File: config.mk
export PLATFORM = sky130hd
export DESIGN_NAME = imp_serializer
export DESIGN_NICKNAME = d
export VERILOG_FILES = /design/src/rtl/imp_serializer.sv
export SDC_FILE = /design/constraint.sdc
export NUM_CORES = 1
export LEC_CHECK = 0
export ABC_AREA = 1
export CAP_MARGIN = 0
export CORE_ASPECT_RATIO = 1.25
export CORE_MARGIN = 1.5
export CORE_UTILIZATION = 28
export DETAILED_ROUTE_END_ITERATION = 12
export HOLD_SLACK_MARGIN = 0.02
export PLACE_DENSITY = 0.58
export SKIP_CTS_REPAIR_TIMING = 1
export SYNTH_ARGS = -nofsm -noshare
export SYNTH_HDL_FRONTEND = slang
export SYNTH_SLANG_ARGS = --single-unit
File: constraint.sdc
create_clock -name clk -period 2.7 [get_ports clk]
set_input_delay 0.405 -clock clk [delete_from_list [all_inputs] [get_ports clk]]
set_output_delay 0.405 -clock clk [all_outputs]
set_load 0.03 [all_outputs]
File: src/rtl/imp_serializer.sv
// imp_serializer
//   Consumes one per-variable result vector from the clause evaluation stage
//   and serialises its clause-implied assignments, lowest index first, to the
//   BCP/decision stage. A vector containing any conflicting variable produces
//   a single conflict event instead of implications.
//
//   Handshakes (both valid/ready): a transfer happens on a rising clk edge
//   where valid and ready are both high. The producer holds a valid request
//   and its payload unchanged until the transfer. The consumer may drop ready
//   at any time.
//
//   Ports
//     clk, rst          clock, asynchronous active-high reset
//     flush_i           synchronous abort (backtrack), returns to IDLE
//     valid_i/ready_o   input vector handshake; ready_o high only in IDLE
//     var_value_i       NUM_VARS x 3 bits: {implied, value[1:0]} per variable
//                       value 00 free, 01 true, 10 false, 11 conflict
//     imp_valid_o/imp_ready_i  implication handshake
//     imp_var_o, imp_value_o   implied variable index and value (01/10)
//     conflict_o        one-cycle pulse when the vector held a conflict
//     conflict_var_o    lowest conflicting index, held until next accept
//     done_o            one-cycle pulse when the vector is finished
//     imp_count_o       implications emitted for the current/last vector
//     fsm_state_o       current FSM state (debug)
//   Optional build macro IMP_SERIALIZER_STATS_EN adds saturating counters
//     stat_imps_o, stat_conflicts_o (cleared only by rst).
module imp_serializer #(
  parameter int NUM_VARS = 8,
  localparam int VAR_IDX_W = $clog2(NUM_VARS)
) (
  input  logic                  clk,
  input  logic                  rst,
  input  logic                  flush_i,
  input  logic                  valid_i,
  output logic                  ready_o,
  input  logic [NUM_VARS*3-1:0] var_value_i,
  output logic                  imp_valid_o,
  input  logic                  imp_ready_i,
  output logic [VAR_IDX_W-1:0]  imp_var_o,
  output logic [1:0]            imp_value_o,
  output logic                  conflict_o,
  output logic [VAR_IDX_W-1:0]  conflict_var_o,
  output logic                  done_o,
  output logic [VAR_IDX_W:0]    imp_count_o,
`ifdef IMP_SERIALIZER_STATS_EN
  output logic [15:0]           stat_imps_o,
  output logic [15:0]           stat_conflicts_o,
`endif
  output logic [1:0]            fsm_state_o
);

  localparam logic [1:0] S_IDLE     = 2'd0;
  localparam logic [1:0] S_EMIT     = 2'd1;
  localparam logic [1:0] S_CONFLICT = 2'd2;
  localparam logic [1:0] S_DONE     = 2'd3;

  logic [1:0]            state_q;
  logic [NUM_VARS-1:0]   pending_q;
  logic [NUM_VARS*2-1:0] vals_q;
  logic [VAR_IDX_W-1:0]  cvar_q;
  logic [VAR_IDX_W:0]    count_q;

  // Decode of the incoming vector.
  logic [NUM_VARS-1:0]   in_pend;
  logic [NUM_VARS-1:0]   in_cmask;
  logic [NUM_VARS*2-1:0] in_vals;
  logic [VAR_IDX_W-1:0]  in_cvar;

  always_comb begin
    in_pend  = '0;
    in_cmask = '0;
    in_vals  = '0;
    in_cvar  = '0;
    for (int i = 0; i < NUM_VARS; i++) begin
      in_vals[2*i +: 2] = var_value_i[3*i +: 2];
      in_pend[i]  = var_value_i[3*i+2] &&
                    (var_value_i[3*i +: 2] == 2'b01 || var_value_i[3*i +: 2] == 2'b10);
      in_cmask[i] = (var_value_i[3*i +: 2] == 2'b11);
    end
    // Descending scan so the lowest conflicting index wins.
    for (int i = NUM_VARS - 1; i >= 0; i--) begin
      if (in_cmask[i]) in_cvar = VAR_IDX_W'(i);
    end
  end

  // Lowest pending index and the mask left once it is consumed.
  logic [VAR_IDX_W-1:0] sel_idx;
  logic [NUM_VARS-1:0]  sel_onehot;
  logic [NUM_VARS-1:0]  pend_next;

  always_comb begin
    sel_idx    = '0;
    sel_onehot = '0;
    for (int i = NUM_VARS - 1; i >= 0; i--) begin
      if (pending_q[i]) begin
        sel_idx    = VAR_IDX_W'(i);
        sel_onehot = NUM_VARS'(1) << i;
      end
    end
    pend_next = pending_q & ~sel_onehot;
  end

  logic accept;
  logic imp_fire;
  assign accept   = valid_i && (state_q == S_IDLE) && !flush_i;
  assign imp_fire = (state_q == S_EMIT) && imp_ready_i && !flush_i;

  always_ff @(posedge clk or posedge rst) begin
    if (rst) begin
      state_q   <= S_IDLE;
      pending_q <= '0;
      vals_q    <= '0;
      cvar_q    <= '0;
      count_q   <= '0;
    end else if (flush_i) begin
      // Abort wins over everything, including a same-cycle accept.
      state_q   <= S_IDLE;
      pending_q <= '0;
    end else begin
      case (state_q)
        S_IDLE: begin
          if (accept) begin
            pending_q <= in_pend;
            vals_q    <= in_vals;
            cvar_q    <= in_cvar;
            count_q   <= '0;
            if (in_cmask != '0)     state_q <= S_CONFLICT;
            else if (in_pend != '0) state_q <= S_EMIT;
            else                    state_q <= S_DONE;
          end
        end
        S_EMIT: begin
          if (imp_fire) begin
            pending_q <= pend_next;
            count_q   <= count_q + 1'b1;
            if (pend_next == '0) state_q <= S_DONE;
          end
        end
        S_CONFLICT: begin
          pending_q <= '0;
          state_q   <= S_DONE;
        end
        default: state_q <= S_IDLE;
      endcase
    end
  end

  assign ready_o        = (state_q == S_IDLE);
  assign imp_valid_o    = (state_q == S_EMIT);
  assign imp_var_o      = sel_idx;
  assign imp_value_o    = vals_q[2*sel_idx +: 2];
  assign conflict_o     = (state_q == S_CONFLICT);
  assign conflict_var_o = cvar_q;
  assign done_o         = (state_q == S_DONE);
  assign imp_count_o    = count_q;
  assign fsm_state_o    = state_q;

`ifdef IMP_SERIALIZER_STATS_EN
  always_ff @(posedge clk or posedge rst) begin
    if (rst) begin
      stat_imps_o      <= '0;
      stat_conflicts_o <= '0;
    end else begin
      if (imp_fire && stat_imps_o != 16'hFFFF)
        stat_imps_o <= stat_imps_o + 16'd1;
      if (conflict_o && stat_conflicts_o != 16'hFFFF)
        stat_conflicts_o <= stat_conflicts_o + 16'd1;
    end
  end
`endif

endmodule

Word level (Yosys, flattened, before mapping):

Index checks and enable logic that the tools add are counted.

* logic and storage cells: 111
* flip-flop bits (word level): 33
* output and inout port bits: 18
* bits of input ports: 29

* $add $sub $neg: 1
* bitwise gates (word level): 3
* muxes and demuxes: 38
* shifts and indexed selects: 1
* equality and inequality tests: 32
* reduce and logical (&&, ||, !) cells: 31

Operators with widths (count)
* 8-bit 2-to-1 mux: 11
* 3-bit 2-to-1 mux: 16
* 2-bit equality test, second input constant: 18
* 8-bit one-hot mux with 3 select lines: 1
* 2-bit by 1-bit equality test with 1-bit output, second input constant: 9
* 8-bit nonzero test: 2
* 16-bit by 5-bit variable part select with 2-bit output: 1
* 1-bit logical AND: 12
* 2-bit 2-to-1 mux: 6
* 3-bit by 2-bit != test with 1-bit output, second input constant: 3
* 3-bit AND reduction: 3
* 8-bit AND: 1
* 8-bit zero test: 1
* 1-bit logical OR: 8
* 4-bit 2-to-1 mux: 2
* 8-bit inverter: 1
* 4-bit one-hot mux with 2 select lines: 1
* 2-bit one-hot mux with 3 select lines: 1
* 4-bit by 1-bit adder with 4-bit output, second input constant: 1
* 2-bit by 1-bit != test with 1-bit output, second input constant: 2
* 4-bit AND reduction: 1
* 4-bit nonzero test: 1
* 2-bit zero test: 1
* 2-bit nonzero test: 1
* other kinds (2): 2

Longest topological paths before layout:

* depth after elaboration: 15
* depth in mapped cells: 13
* mapped depth without buffers: 13

Worst setup path before layout:

Ideal clock, no wire load.

* path kind: reg-to-output
* start: register pending_q[4]
* end: output imp_value_o[0]
* buffers on the path: 0
* slack: 0.650 ns
* arrival: 1.645 ns
* cell stages (with the launch flop): 9
* data required time: 2.295 ns
* path through: dfrtp_1 nor2_1 o21ai_0 a21oi_2 inv_1 nand3_1 nand2_1 nand2_1 nand2_1

* cells in the longest elaborated chain, start to end: 6

RTL lines
* start: declaration: line 58 `logic [NUM_VARS-1:0] pending_q;`
* start signal: assignment: line 123 `pending_q <= in_pend;`
* start signal: assignment: line 134 `pending_q <= pend_next;`
* 3-bit 2-to-1 mux (5 in a row): line 95 `if (pending_q[i]) begin`
* via imp_var_o[1]: line 39 `output logic [VAR_IDX_W-1:0] imp_var_o,`
* 16-bit by 5-bit variable part select with 2-bit output: line 151 `assign imp_value_o = vals_q[2*sel_idx +: 2];`
* end: declaration: line 40 `output logic [1:0] imp_value_o,`

The timed path passes the listed nets, and every way through them passes these cells.

Worst setup path after layout:

* start: register pending_q[6]
* end: output imp_var_o[0]

* cells in the longest elaborated chain, start to end: 7

RTL lines (line)
* 3-bit 2-to-1 mux (7 in a row): 95
* end: declaration: 39

Every way passes these cells.

==> flow_metrics.py <==
metrics = {
    "run_status": {
        "status": "finished clean",
    },
    "route": {
        "viasPerCell": 4.62,
        "drt_pass1_iterations": 4,
        "drtIter0Drc": 87,
        "via_count": 1933,
        "postRouteAntennaNets": 0,
        "totalWireLength_mm": 5.40,
        "drc": 0,
        "wl_per_cell_um": 12.9,
    },
    "floorplanning": {
        "die_y_um": 99.1,
        "core.rowCount": 34,
        "fp.coreArea_um2": 7060,
        "dieArea_um2": 7920,
        "start_util_pct": 29.3,
        "die_x_um": 79.9,
        "ios": 47,
    },
    "grt": {
        "overflow": 0,
        "grt_pass1_vias": 1867,
        "antenna_found_initial": 0,
        "grt_start_max_net_pins": 34,
        "grtUsageTotal_pct": 14.5,
        "grt_pass1_wl_mm": 8.87,
    },
    "synthesis": {
        "syn_nets": 318,
        "syn_inst": 276,
        "ys_seq_area_share_pct": 39.9,
        "netlist_area_um2": 2070,
        "ys_warn_count": 0,
        "yosys-top-cells-area": "dfrtp_1, nand2_1, o21ai_0",
        "synth_top_area_cell": "dfrtp_1",
        "syn_area_per_cell_um2": 7.50,
        "netlist-cell-type-count": 30,
        "ys_ff_latch": 33,
        "synth_top_area_share_pct": 39.9,
    },
    "clock_tree": {
        "htreeDepth": 2,
        "clockBufferDepth": 2,
        "cts_sinks": 33,
        "root_buffer": "clkbuf_8",
        "path_clk_slew_ps": 70,
        "cts_tree": "built",
        "clock_latency_ps": 290,
        "numCtsBuffers": 5,
    },
    "layout": {
        "diodes": 0,
        "final_cell_mix": "nand2_1, clkdlybuf4s50_1, inv_1, o21ai_0, dfrtp_1",
        "utilization_pct": 39.1,
        "multi_input_area_um2": 1060,
        "final_common_cell": "nand2_1",
        "instances_no_fill": 418,
        "areaGrowthSynthToFinish_pct": 33.6,
        "drive_above_1_share_pct": 7.62,
        "regArea_um2": 826,
        "nets": 369,
        "final.fill_count": 766,
    },
    "sta": {
        "fin_crit_sh_pct": 91.0,
        "rsz0062_at_grt": "no",
        "slew_violations": 0,
        "max_slew_margin_pct": 66.7,
        "fmax_mhz": 407,
        "hold_viol": 0,
        "tightestPinTransition_ps": 496,
        "setup_viol": 0,
        "clock_skew_ps": 8.92,
        "post-route-min-period_ps": 2460,
    },
    "run": {
        "cap_violations": 0,
    },
    "place": {
        "dp_hpwl_mm": 4.22,
        "placedCellCount": 409,
        "gp_congestion": 0.869,
        "portBuffers": 46,
    },
    "power_and_ir_drop": {
        "powerDensity_nw_per_um2": 1100,
        "p_leak_nw": 1.31,
        "vdd_drop_max_uv": 815,
    },
    "worst_setup_path": {
        "cp_max_fo": 9,
        "crit_path_start_kind": "flop",
        "path_class": "reg2out",
        "end_kind": "primary output",
        "worstPathArrival_ps": 2050,
        "crit_required_ps": 2300,
    },
    "worst_hold_path": {
        "min_path_type": "reg2reg",
    },
}
==> metal layers <==
| metal | GRT usage, % | wire (um) | vias up |
|---|---|---|---|
| li1 | - | - | 1004 |
| met2 | 23.8 | 2600 | 40 |
| met5 | 0 | 0 | - |
| met4 | 3.85 | 93 | 0 |
| met3 | 3.39 | 215 | 7 |
| met1 | 19.0 | 2500 | 882 |
==> sequential cells by signal, indices dropped and copies added, names as in the netlist <==
signal          count
conflict_var_o      3
fsm_state_o         2
pending_q           8
imp_count_o         4
vals_q             16
==> critical path, cell delays in order (launching register included) <==
cell and delay [ps]:
dfrtp_1 410, inv_1 80, nand2_1 50, nand2_1 50, nand2_1 40, nand2_1 50
nand2_1 60, nand2_2 140, nand2_2 150, inv_1 80, clkdlybuf4s50_1 660
==> synth_stat cells <==
cell type  instances
nand4_1            4
buf_6              1
nor2_8             1
nand2_2            3
o21bai_1           1
nand2_4            1
inv_2              2
or2_2              1
o21ai_1            4
nor2_1            11
xnor2_1            1
a21oi_2            1
nor2_2             3
inv_4              1
inv_1             37
a32o_1             1
o21ai_0           34
a22o_1             1
ha_1              13
nor3_1             1
o31ai_1            3
or2_1              1
nand2_1           75
o22ai_1            6
a21oi_4            1
dfrtp_1           33
xor2_1             1
nand3_1           26
clkbuf_1           5
a21oi_1            3
==> cells by family after synthesis <==
kind of cell,after synthesis,share of synthesized area (%)
simple gates,127,27.3
compound gates,55,15.3
buf+inv,46,8.83
flops,33,39.9
fa+ha+maj,13,7.86
xor+xnor,2,0.847
==> final cells by class <==
type	count	share of cell area, %
flip-flops and latches	33	29.9
well taps	90	4.07
repair buffers	50	17.9
clock inverters	1	1.09
clock buffers	7	3.12
multi-input cells	197	38.4
inverters	40	5.52
==> per-stage QoR <==
step / cell area (um2) / setup slack, ps / setup TNS (ps) / hold slack (ps) / total power, W
finish: 2760 / 244 / 0 / 504 / 0.00305
global route: 2760 / 103 / 0 / 533 / 0.00331
CTS: 2750 / -35.0 / -60.3 / 516 / 0.00306
detailed placement: 2640 / 283 / 0 / 503 / 0.00256
global placement: 2640 / 332 / 0 / 492 / 0.00256
floorplan: 2070 / 650 / 0 / 504 / 0.00199
==> report_power, final <==
| part | internal [W] | leakage, nW | switching (W) | total [W] |
|---|---|---|---|---|
| registers | 0.000679 | 0.428 | 0.0000968 | 0.000775 |
| logic | 0.000661 | 0.825 | 0.00112 | 0.00178 |
| clock network | 0.000301 | 0.0585 | 0.000191 | 0.000492 |
==> final timing paths <==
path | slack (ps) | cells past startpoint | start | endpoint
hold reg to reg | 500 | 2 | conflict_var_o[0] | conflict_var_o[0]
min in group asynchronous | 510 | 3 | rst | conflict_var_o[2]
setup / recovery | 240 | 10 | pending_q[6] | imp_var_o[0]
setup reg to reg | 810 | 10 | fsm_state_o[1] | pending_q[6]
max in group asynchronous | 1880 | 3 | rst | pending_q[4]
hold / removal | 500 | 2 | conflict_var_o[0] | conflict_var_o[0]
(Power assumes the default switching activity.)
